$ cat src/rtl/muldiv_pkg.sv
// rtl/muldiv_pkg.sv - shared types and helpers for the iterative RV32M multiply/divide unit
package muldiv_pkg;

  localparam int MULDIV_XLEN = 32;

  typedef enum logic [2:0] {
    OP_MUL    = 3'd0,
    OP_MULH   = 3'd1,
    OP_MULHSU = 3'd2,
    OP_MULHU  = 3'd3,
    OP_DIV    = 3'd4,
    OP_DIVU   = 3'd5,
    OP_REM    = 3'd6,
    OP_REMU   = 3'd7
  } muldiv_op_e;

  typedef enum logic [1:0] {
    ST_IDLE = 2'd0,
    ST_CALC = 2'd1,
    ST_DONE = 2'd2
  } muldiv_state_e;

  function automatic logic [MULDIV_XLEN-1:0] negate(input logic [MULDIV_XLEN-1:0] v);
    return ~v + MULDIV_XLEN'(1);
  endfunction

  // Magnitude of v when it is to be read as a negative two's-complement value.
  function automatic logic [MULDIV_XLEN-1:0] abs_val(input logic [MULDIV_XLEN-1:0] v,
                                                      input logic is_neg);
    return is_neg ? negate(v) : v;
  endfunction

endpackage

$ cat src/rtl/muldiv_iter_core.sv
// rtl/muldiv_iter_core.sv - one shift-add multiply or restoring-divide step per enabled cycle
module muldiv_iter_core #(
  parameter int XLEN = 32
) (
  input  logic            clk_i,
  input  logic            reset_i,
  input  logic            load_i,
  input  logic            en_i,
  input  logic            div_i,
  input  logic [XLEN-1:0] a_i,
  input  logic [XLEN-1:0] b_i,
  output logic [XLEN-1:0] hi_nxt_o,
  output logic [XLEN-1:0] lo_nxt_o
);

  logic            r_div;
  logic [XLEN-1:0] r_b;
  logic [XLEN-1:0] r_hi;
  logic [XLEN-1:0] r_lo;

  logic [XLEN:0]   w_sum;
  logic [XLEN:0]   w_add;
  logic [XLEN:0]   w_shift;
  logic [XLEN:0]   w_trial;

  // Multiply: hi accumulates b when the multiplier LSB in lo is set, then {carry,hi,lo} shifts right.
  assign w_sum   = {1'b0, r_hi} + {1'b0, r_b};
  assign w_add   = r_lo[0] ? w_sum : {1'b0, r_hi};

  // Divide: hi is the partial remainder, lo shifts the dividend out and the quotient in.
  // Bit XLEN of the trial difference is set exactly when the subtraction would go negative.
  assign w_shift = {r_hi, r_lo[XLEN-1]};
  assign w_trial = w_shift - {1'b0, r_b};

  always_comb begin
    hi_nxt_o = r_hi;
    lo_nxt_o = r_lo;
    if (r_div) begin
      if (!w_trial[XLEN]) begin
        hi_nxt_o = w_trial[XLEN-1:0];
        lo_nxt_o = {r_lo[XLEN-2:0], 1'b1};
      end else begin
        hi_nxt_o = w_shift[XLEN-1:0];
        lo_nxt_o = {r_lo[XLEN-2:0], 1'b0};
      end
    end else begin
      hi_nxt_o = w_add[XLEN:1];
      lo_nxt_o = {w_add[0], r_lo[XLEN-1:1]};
    end
  end

  always_ff @(posedge clk_i or posedge reset_i) begin
    if (reset_i) begin
      r_div <= 1'b0;
      r_b   <= '0;
      r_hi  <= '0;
      r_lo  <= '0;
    end else if (load_i) begin
      r_div <= div_i;
      r_b   <= b_i;
      r_hi  <= '0;
      r_lo  <= a_i;
    end else if (en_i) begin
      r_hi  <= hi_nxt_o;
      r_lo  <= lo_nxt_o;
    end
  end

endmodule

$ cat src/rtl/muldiv_seq_unit.sv
// rtl/muldiv_seq_unit.sv - sequencing FSM, operand sign handling, result handshake and hazard output
module muldiv_seq_unit
  import muldiv_pkg::*;
#(
  parameter int XLEN      = MULDIV_XLEN,
  parameter bit FAST_SPEC = 1'b1
) (
  input  logic            clk_i,
  input  logic            reset_i,
  input  logic            start_i,
  input  logic [2:0]      op_i,
  input  logic [XLEN-1:0] rs1_val_i,
  input  logic [XLEN-1:0] rs2_val_i,
  input  logic [4:0]      rd_i,
  input  logic            flush_i,
  input  logic [4:0]      src1_dec_i,
  input  logic [4:0]      src2_dec_i,
  input  logic            muldiv_dec_i,
  output logic            busy_o,
  output logic            muldiv_hazard_o,
  output logic            result_valid_o,
  input  logic            result_ready_i,
  output logic [XLEN-1:0] result_o,
  output logic [4:0]      result_rd_o
);

  localparam int CW = $clog2(XLEN);
  localparam int PW = 2 * XLEN;

  muldiv_state_e   r_state;
  muldiv_state_e   w_state_nxt;
  muldiv_op_e      r_op;
  logic [CW-1:0]   r_cnt;
  logic [4:0]      r_rd;
  logic [XLEN-1:0] r_result;
  logic [XLEN-1:0] r_spec_result;
  logic            r_special;
  logic            r_neg_q;
  logic            r_neg_r;

  muldiv_op_e      w_op;
  logic            w_accept;
  logic            w_last;
  logic            w_a_signed;
  logic            w_b_signed;
  logic            w_is_div;
  logic            w_sa;
  logic            w_sb;
  logic            w_b_zero;
  logic            w_ovf;
  logic            w_special;
  logic [XLEN-1:0] w_a_abs;
  logic [XLEN-1:0] w_b_abs;
  logic [XLEN-1:0] w_spec_result;
  logic [XLEN-1:0] w_hi_nxt;
  logic [XLEN-1:0] w_lo_nxt;
  logic [PW-1:0]   w_prod_raw;
  logic [PW-1:0]   w_prod;
  logic [XLEN-1:0] w_final;

  assign w_op     = muldiv_op_e'(op_i);
  assign w_accept = (r_state == ST_IDLE) && start_i && !flush_i;
  assign w_last   = (r_state == ST_CALC) && (r_cnt == CW'(XLEN - 1));

  always_comb begin
    w_a_signed = 1'b0;
    w_b_signed = 1'b0;
    w_is_div   = 1'b0;
    case (w_op)
      OP_MUL, OP_MULH: begin
        w_a_signed = 1'b1;
        w_b_signed = 1'b1;
      end
      OP_MULHSU: w_a_signed = 1'b1;
      OP_DIV, OP_REM: begin
        w_a_signed = 1'b1;
        w_b_signed = 1'b1;
        w_is_div   = 1'b1;
      end
      OP_DIVU, OP_REMU: w_is_div = 1'b1;
      default: ;
    endcase
  end

  assign w_sa     = w_a_signed && rs1_val_i[XLEN-1];
  assign w_sb     = w_b_signed && rs2_val_i[XLEN-1];
  assign w_a_abs  = abs_val(rs1_val_i, w_sa);
  assign w_b_abs  = abs_val(rs2_val_i, w_sb);

  // Divide corner cases resolve to fixed results; op_i[1] distinguishes REM/REMU from DIV/DIVU.
  assign w_b_zero  = (rs2_val_i == '0);
  assign w_ovf     = w_a_signed && (rs1_val_i == {1'b1, {(XLEN-1){1'b0}}}) && (rs2_val_i == '1);
  assign w_special = w_is_div && (w_b_zero || w_ovf);

  always_comb begin
    w_spec_result = '0;
    if (w_b_zero)
      w_spec_result = op_i[1] ? rs1_val_i : '1;
    else if (w_ovf)
      w_spec_result = op_i[1] ? '0 : {1'b1, {(XLEN-1){1'b0}}};
  end

  muldiv_iter_core #(
    .XLEN(XLEN)
  ) u_core (
    .clk_i    (clk_i),
    .reset_i  (reset_i),
    .load_i   (w_accept),
    .en_i     ((r_state == ST_CALC) && !flush_i),
    .div_i    (w_is_div),
    .a_i      (w_a_abs),
    .b_i      (w_b_abs),
    .hi_nxt_o (w_hi_nxt),
    .lo_nxt_o (w_lo_nxt)
  );

  // Sign fix-up operates on the core's final-step values so the result is registered on the last CALC edge.
  assign w_prod_raw = {w_hi_nxt, w_lo_nxt};
  assign w_prod     = r_neg_q ? (~w_prod_raw + PW'(1)) : w_prod_raw;

  always_comb begin
    w_final = '0;
    case (r_op)
      OP_MUL:                       w_final = w_prod[XLEN-1:0];
      OP_MULH, OP_MULHSU, OP_MULHU: w_final = w_prod[PW-1:XLEN];
      OP_DIV, OP_DIVU:              w_final = r_neg_q ? negate(w_lo_nxt) : w_lo_nxt;
      default:                      w_final = r_neg_r ? negate(w_hi_nxt) : w_hi_nxt;
    endcase
    if (r_special)
      w_final = r_spec_result;
  end

  always_ff @(posedge clk_i or posedge reset_i) begin
    if (reset_i)
      r_state <= ST_IDLE;
    else
      r_state <= w_state_nxt;
  end

  always_comb begin
    w_state_nxt = r_state;
    case (r_state)
      ST_IDLE: begin
        if (w_accept)
          w_state_nxt = (FAST_SPEC && w_special) ? ST_DONE : ST_CALC;
      end
      ST_CALC: begin
        if (flush_i)
          w_state_nxt = ST_IDLE;
        else if (w_last)
          w_state_nxt = ST_DONE;
      end
      ST_DONE: begin
        if (flush_i || result_ready_i)
          w_state_nxt = ST_IDLE;
      end
      default: w_state_nxt = ST_IDLE;
    endcase
  end

  always_ff @(posedge clk_i or posedge reset_i) begin
    if (reset_i) begin
      r_op          <= OP_MUL;
      r_rd          <= '0;
      r_cnt         <= '0;
      r_result      <= '0;
      r_spec_result <= '0;
      r_special     <= 1'b0;
      r_neg_q       <= 1'b0;
      r_neg_r       <= 1'b0;
    end else if (w_accept) begin
      r_op          <= w_op;
      r_rd          <= rd_i;
      r_cnt         <= '0;
      r_neg_q       <= w_sa ^ w_sb;
      r_neg_r       <= w_sa;
      r_special     <= w_special;
      r_spec_result <= w_spec_result;
      if (FAST_SPEC && w_special)
        r_result <= w_spec_result;
    end else if ((r_state == ST_CALC) && !flush_i) begin
      r_cnt <= w_last ? '0 : r_cnt + CW'(1);
      if (w_last)
        r_result <= w_final;
    end
  end

  assign busy_o          = (r_state != ST_IDLE);
  assign result_valid_o  = (r_state == ST_DONE);
  assign result_o        = r_result;
  assign result_rd_o     = r_rd;
  assign muldiv_hazard_o = busy_o &&
                           (((r_rd != 5'd0) && ((src1_dec_i == r_rd) || (src2_dec_i == r_rd))) ||
                            muldiv_dec_i);

endmodule
$ cat config.mk
export PLATFORM = sky130hd
export DESIGN_NAME = muldiv_seq_unit
export DESIGN_NICKNAME = d
export VERILOG_FILES = /design/src/rtl/muldiv_pkg.sv /design/src/rtl/muldiv_iter_core.sv /design/src/rtl/muldiv_seq_unit.sv
export SDC_FILE = /design/constraint.sdc
export NUM_CORES = 1
export LEC_CHECK = 0
export ABC_AREA = 1
export CORE_MARGIN = 8
export CORE_UTILIZATION = 30
export CTS_CLUSTER_DIAMETER = 150
export CTS_CLUSTER_SIZE = 40
export DETAILED_ROUTE_END_ITERATION = 7
export GPL_TIMING_DRIVEN = 0
export PLACE_DENSITY = 0.58
export SLEW_MARGIN = 20
export SYNTH_ARGS = -nofsm -noshare
export SYNTH_HDL_FRONTEND = slang
export SYNTH_SLANG_ARGS = --single-unit
$ cat constraint.sdc
create_clock -name clk_i -period 16.41 [get_ports clk_i]
set_input_delay 2.4615 -clock clk_i [delete_from_list [all_inputs] [get_ports clk_i]]
set_output_delay 2.4615 -clock clk_i [all_outputs]
set_load 0.01 [all_outputs]
==> reports/results.tsv, run 1 <==
stage	metric	value	unit
status	status	completed	
timing	max_freq	0.1435	GHz
detailed_routing	drc_errors	0	
die	coreArea	61600	um2
die	start_util	30.33	%
finish	diodes	0	
yosys	synth_area_leaders	dfrtp_1, nand2_1, inv_1	
clock_network	worstSkewPairLatency	510	ps
detailed_routing	vias	21670	
setup_path	worst_setup_path_end_kind	flop	
setup_path	crit_arrival	7410	ps
detailed_routing	postRouteAntennaNets	0	
power_and_ir_drop	p_leak	0.01085	uW
grt	grt_pass1_vias	20230	
grt	grt_pass1_wl	127200	um
timing	whs	481.5	ps
worst_hold_path	holdPathStages	2	
detailed_routing	wl_per_cell	20.77	um
finish	syn2layout_area_growth	16.04	%
die	dieArea	70510	um2
timing	drv_slew	0	
clock_network	htreeDepth	4	
setup_path	r2r_slack	10710	ps
die	die_w	265.5	um
yosys	seq_area_frac_synth	23.98	%
clock_network	cts_made_buffers	17	
finish	final_nets	3438	
clock_network	clockRootBuffer	clkbuf_16	
finish	drive_gt1_share	5.471	%
die	rows	91	
timing	relSlewSlack	22.02	%
clock_network	cts_resized	0	
finish	layout_common_cells	nand2_1, inv_1, nor2_1	
finish	mostFrequentLayoutCell	nand2_1	
timing	min_period	6968	ps
detailed_routing	vias_per_cell	5.250	
power_and_ir_drop	ir_drop	0.09222	mV
grt	grt_max_degree	83	
die	io_pins	128	
setup_path	reg2reg_depth	32	
yosys	syn_inst	3128	
power_and_ir_drop	p_per_area	182.3	nW/um2
yosys	postSynthAreaPerCell	5.972	um2
clock_network	clock_sink_count	179	
setup_path	cpPeakStageDelay	550	ps
setup_path	cp_max_fo	10	
detailed_routing	drtPass1Iterations	5	
yosys	yosys_register_bits	179	
grt	grt_overflow	0	
timing	setup_violations	0	
timing	hold_violations	0	
timing	finalSetupTns	0	ps
worst_hold_path	min_from	r_spec_result[27]	
placed_design	io_buffer_count	127	
worst_hold_path	hold_path_end	r_spec_result[27]	
timing	fin_crit_sh	42.46	%
setup_path	r2r-end	result_o[10]	
yosys	synthesis.nets	3289	
clock_network	cts_buffer_depth	2	
timing	grt_setup_unrepaired	no	
placed_design	dp_hpwl	70860	um
flow_run	cap_violations	0	
setup_path	critPathSlowestCell	nand4_1	
die	dieHeight	265.5	um
clock_network	hold_buffers	0	
yosys	yosys.area.top_type_share	23.98	%
yosys	ys_warn_count	0	
grt	grt_usage	23.81	%
placed_design	finalWeightedCongestion	1.013	
setup_path	worst_path_most_repeated_cell	nand2_1	
clock_network	cts_tree	yes	
clock_network	cts_setup_buffers	0	
detailed_routing	drt-initial-drc-count	2179	
worst_hold_path	hold_path_class	flop to flop	
setup_path	rr_startpoint	u_core.r_lo[31]	
yosys	synth_top_area_cell	dfrtp_1	
setup_path	criticalPathCategory	input pin to flop	
timing	tightest_slew	1165	ps
setup_path	start_kind	input pin	
setup_path	crit_chain	clkdlybuf4s50_1 -> inv_1 -> ha_1 -> nand3_1 -> inv_1 -> nand3_1 -> nor3_1 -> nand2_1 -> nor2_1 -> nand4_1 -> nand2_1 -> nand2_1 -> inv_1 -> nand2_1 -> nand2_1 -> clkbuf_1 -> buf_1 -> o221ai_1 -> nand2_1	
setup_path	required	16850	ps
yosys	ys_types	57	
yosys	syn_area	18680	um2
timing	skew	16.86	ps
finish	n_fill_cell	6942	
detailed_routing	finalWirelength	85740	um
clock_network	clk_pin_slew	80	ps
grt	antenna_found_initial	4	
## metal layers
| layer | global-route usage, % | share of wire (%) |
|---|---|---|
| met1 | 31.73 | 44 |
| met2 | 36.32 | 43 |
| met5 | 0 | 0.015 |
| met3 | 4.626 | 7.8 |
| met4 | 12.23 | 5.3 |
## state kept, by name, summed over array words and instances, names as in the netlist
register and flops:
r_cnt 5, u_core.r_hi 32, r_state 2, u_core.r_lo 32
r_op 3, r_special 1, r_neg_r 1, r_neg_q 1
u_core.r_b 32, u_core.r_div 1, result_o 32, r_spec_result 32
result_rd_o 5
## critical path: cells and delay by family
kind,cells,cell delay [ps]
compound gates,1,330
buf+inv,6,1930
fa+ha+maj,1,210
simple gates,11,2450
## how the worst max path moves through the flow
stage	to	from
after floorplan	r_cnt[0]	reset_i
after global routing	result_o[2]	rs1_val_i[0]
after detailed placement	result_o[2]	rs1_val_i[0]
final	result_o[2]	rs1_val_i[0]
after global placement	result_o[22]	reset_i
after CTS	result_o[2]	rs1_val_i[0]
## power by group
| group | total [uW] | switching, uW | internal [uW] |
|---|---|---|---|
| Clock | 443 | 236 | 207 |
| Sequential | 648 | 121 | 527 |
| Combinational | 2860 | 2020 | 837 |
| Total | 3950 | 2380 | 1570 |
## cells by family after synthesis
logic type,after synthesis,synth area share (%)
AND/OR/NAND/NOR,1689,39.11
AO/OA/AOI/OAI,554,16.25
buffers and inverters,539,11.29
flip-flops,179,23.98
XOR/XNOR,94,4.407
adder cells (fa/ha/maj),73,4.970
## cells in the mapped netlist (all sizes together)
cell and count:
clkbuf 69, xnor2 23, buf 35, o221ai 4, nor3 54, o211ai 21
a21boi 1, a21o 5, a31oi 11, a32oi 1, clkinv 5, ha 71
fa 2, o21ai 282, xor2 71, and2 3, o21a 1, nor3b 3
inv 430, or2 7, nor2 314, a32o 1, o2111ai 2, nand2 974
a311oi 1, o21bai 9, or3 1, o31ai 7, nand3 267, dfrtp 179
a22o 2, a22oi 1, a21oi 163, nand4 40, nand3b 13, and3 3
nor4 10, o22ai 40, o41ai 2
## stage by stage
stage / instance area, um2 / setup slack (ps) / util, % / std cells / power, uW
final: 21680 / 9442 / 35.19 / 4127 / 3952
after global routing: 21680 / 9418 / 35.19 / 4127 / 4257
after CTS: 21680 / 9580 / 35.19 / 4127 / 3898
after detailed placement: 21070 / 9053 / 34.21 / 4095 / 3442
after global placement: 21000 / 6221 / 34.09 / 4092 / 3442
after floorplan: 18680 / 9090 / - / 3128 / 2535
## final cells by class
type	count	area, um2	area share, %
repair buffers	130	1331	6.141
plain buffers	104	474.2	2.187
well taps	837	1047	4.831
inverters	435	1642	7.572
flip-flops and latches	179	4479	20.66
clock inverters	15	178.9	0.8254
multi-input cells	2410	12100	55.82
clock buffers	17	425.4	1.962
Power figures use the tool's default switching activity.
==> run 2, diff against run 1 <==
PLACE_DENSITY = 0.6   (was 0.58)
clock period = 5.8 ns   (was 16.41 ns; I/O delays follow)
==> run 2 against run 1 <==
Register-to-register slack worse by 10000 ps. Global-route usage fell by 0.31 points. Critical path depth grew 13. Via count down 0.31%. Worst hold slack got worse by 2.6 ps. Clock skew shrank 0.71 ps. Sequential share of layout area barely moved. Flip-flop and latch count unchanged. Count of clock-buffer cells in the layout grew 1. Largest cell class unchanged. Cell count is essentially flat. Worst setup slack worse by 9100 ps. Clock power rose to 2.9 times the previous value.
==> reports/results.tsv, run 2 (same netlist as run 1, synthesis figures left out) <==
stage	metric	value	unit
status	status	completed	
grt	grt_max_degree	100	
placed_design	io_buffer_count	127	
power_and_ir_drop	ir_drop	0.2187	mV
clock_network	htreeDepth	4	
clock_network	clockRootBuffer	clkbuf_16	
clock_network	clk_pin_slew	80	ps
die	rows	91	
die	start_util	30.33	%
power_and_ir_drop	internal_power	4552	uW
die	coreArea	61600	um2
clock_network	cts_tree	yes	
setup_path	critPathSlowestCell	fa_1	
finish	diodes	0	
die	io_pins	128	
placed_design	finalWeightedCongestion	1.045	
grt	grt_overflow	0	
detailed_routing	drc_errors	0	
clock_network	cts_buffer_depth	2	
detailed_routing	vias_per_cell	5.235	
finish	layout_common_cells	nand2_1, inv_1, nor2_1	
detailed_routing	finalWirelength	84580	um
finish	drive_gt1_share	5.412	%
timing	fin_crit_sh	93.26	%
detailed_routing	wl_per_cell	20.50	um
timing	grt_setup_unrepaired	no	
detailed_routing	drtPass1Iterations	7	
finish	final_nets	3437	
timing	tightest_slew	1120	ps
finish	mostFrequentLayoutCell	nand2_1	
detailed_routing	postRouteAntennaNets	0	
power_and_ir_drop	share_comb_of_total_power	72.1	%
setup_path	cp_max_fo	6	
detailed_routing	vias	21600	
finish	syn2layout_area_growth	16.05	%
worst_hold_path	hold_path_class	flop to flop	
detailed_routing	drt-initial-drc-count	2413	
grt	grt_pass1_vias	20200	
power_and_ir_drop	finalPower	11200	uW
timing	skew	16.15	ps
timing	hold_violations	0	
flow_run	cap_violations	0	
clock_network	cts_made_buffers	17	
placed_design	dp_hpwl	70000	um
grt	grt_usage	23.49	%
power_and_ir_drop	swShare	59.34	%
power_and_ir_drop	p_leak	0.01084	uW
die	die_w	265.5	um
clock_network	hold_buffers	0	
clock_network	worstSkewPairLatency	500	ps
setup_path	criticalPathCategory	flop to flop	
timing	drv_slew	0	
timing	relSlewSlack	24.53	%
setup_path	required	6190	ps
power_and_ir_drop	power.share.clock	11.6	%
timing	min_period	5409	ps
grt	antenna_found_initial	1	
power_and_ir_drop	p_per_area	516.4	nW/um2
setup_path	worst_setup_path_end_kind	flop	
setup_path	worst_path_most_repeated_cell	nand3_1	
setup_path	start_kind	flop	
clock_network	clock_sink_count	179	
die	dieArea	70510	um2
setup_path	crit_arrival	5800	ps
timing	whs	479.0	ps
die	dieHeight	265.5	um
power_and_ir_drop	p_sw	6644	uW
power_and_ir_drop	seq_power_share	16.3	%
grt	grt_pass1_wl	126200	um
setup_path	cpPeakStageDelay	430	ps
timing	setup_violations	0	
timing	max_freq	0.1849	GHz
-- run 2: changes by cell type in the layout (fill, tap and decap cells not counted), moves of 3 or more --
cell	before	now
clkinv_4	3	0
bufinv_16	0	3
clkinvlp_4	0	4
clkinv_8	4	0
-- run 2: final timing paths --
check | from | endpoint | slack (ps) | cells past startpoint
max | u_core.r_lo[31] | result_o[10] | 390 | 32
min | r_spec_result[18] | r_spec_result[18] | 480 | 2
max reg2reg | u_core.r_lo[31] | result_o[10] | 390 | 32
min reg2reg | r_spec_result[18] | r_spec_result[18] | 480 | 2
max in group asynchronous | reset_i | r_spec_result[27] | 3980 | 3
min in group asynchronous | reset_i | result_rd_o[0] | 860 | 2
-- run 2: power by group through the flow --
stage	Combinational (uW)	Sequential, uW	Clock (uW)
finish	8070	1830	1300
global placement	7850	1850	0
CTS	7880	1830	1330
detailed placement	7840	1850	0
global route	8860	1850	1360
floorplan	5490	1680	0
-- run 2: area by class of cell --
| type | count | area (um2) |
|---|---|---|
| timing repair buffer | 129 | 1306 |
| multi-input combinational | 2410 | 12110 |
| inverter | 435 | 1642 |
| clock buffer | 18 | 429.2 |
| tap | 837 | 1047 |
| fill | 6872 | 39920 |
| clock inverter | 14 | 188.9 |
| buffer | 104 | 474.2 |
| sequential | 179 | 4479 |
-- run 2: routing by layer --
metal	track usage (%)	vias up	part of all wire, %
met5	0	-	0
met1	31.78	10050	43
met2	36.13	957	44
li1	-	10440	-
met3	4.063	153	8.3
met4	11.05	0	4.8
-- run 2: what timing repair did --
action	CTS	global route
setup buffers	0	1
setup endpoints to repair	0	6
resized for setup	0	2
-- run 2: per-stage QoR --
step | setup TNS [ps] | worst slack [ps] | utilization, % | instance area, um2 | instances
2_1_floorplan | 0 | 71.39 | - | 18680 | 3128
3_3_place_gp | -497130 | -2814 | 34.09 | 21000 | 4092
3_5_place_dp | 0 | 41.94 | 34.16 | 21040 | 4093
4_1_cts | 0 | 441.1 | 35.16 | 21660 | 4125
5_1_grt | 0 | 4.567 | 35.20 | 21680 | 4126
6_report | 0 | 391.0 | 35.20 | 21680 | 4126
-- run 2: worst max-delay path, delay by kind of cell (launching register included) --
kind / cells / cell delay (ps)
and+or+nand+nor: 25 / 3330
DFF: 1 / 320
buffers and inverters: 2 / 230
adders and majority gates: 3 / 960
AOI/OAI and AO/OA: 2 / 430
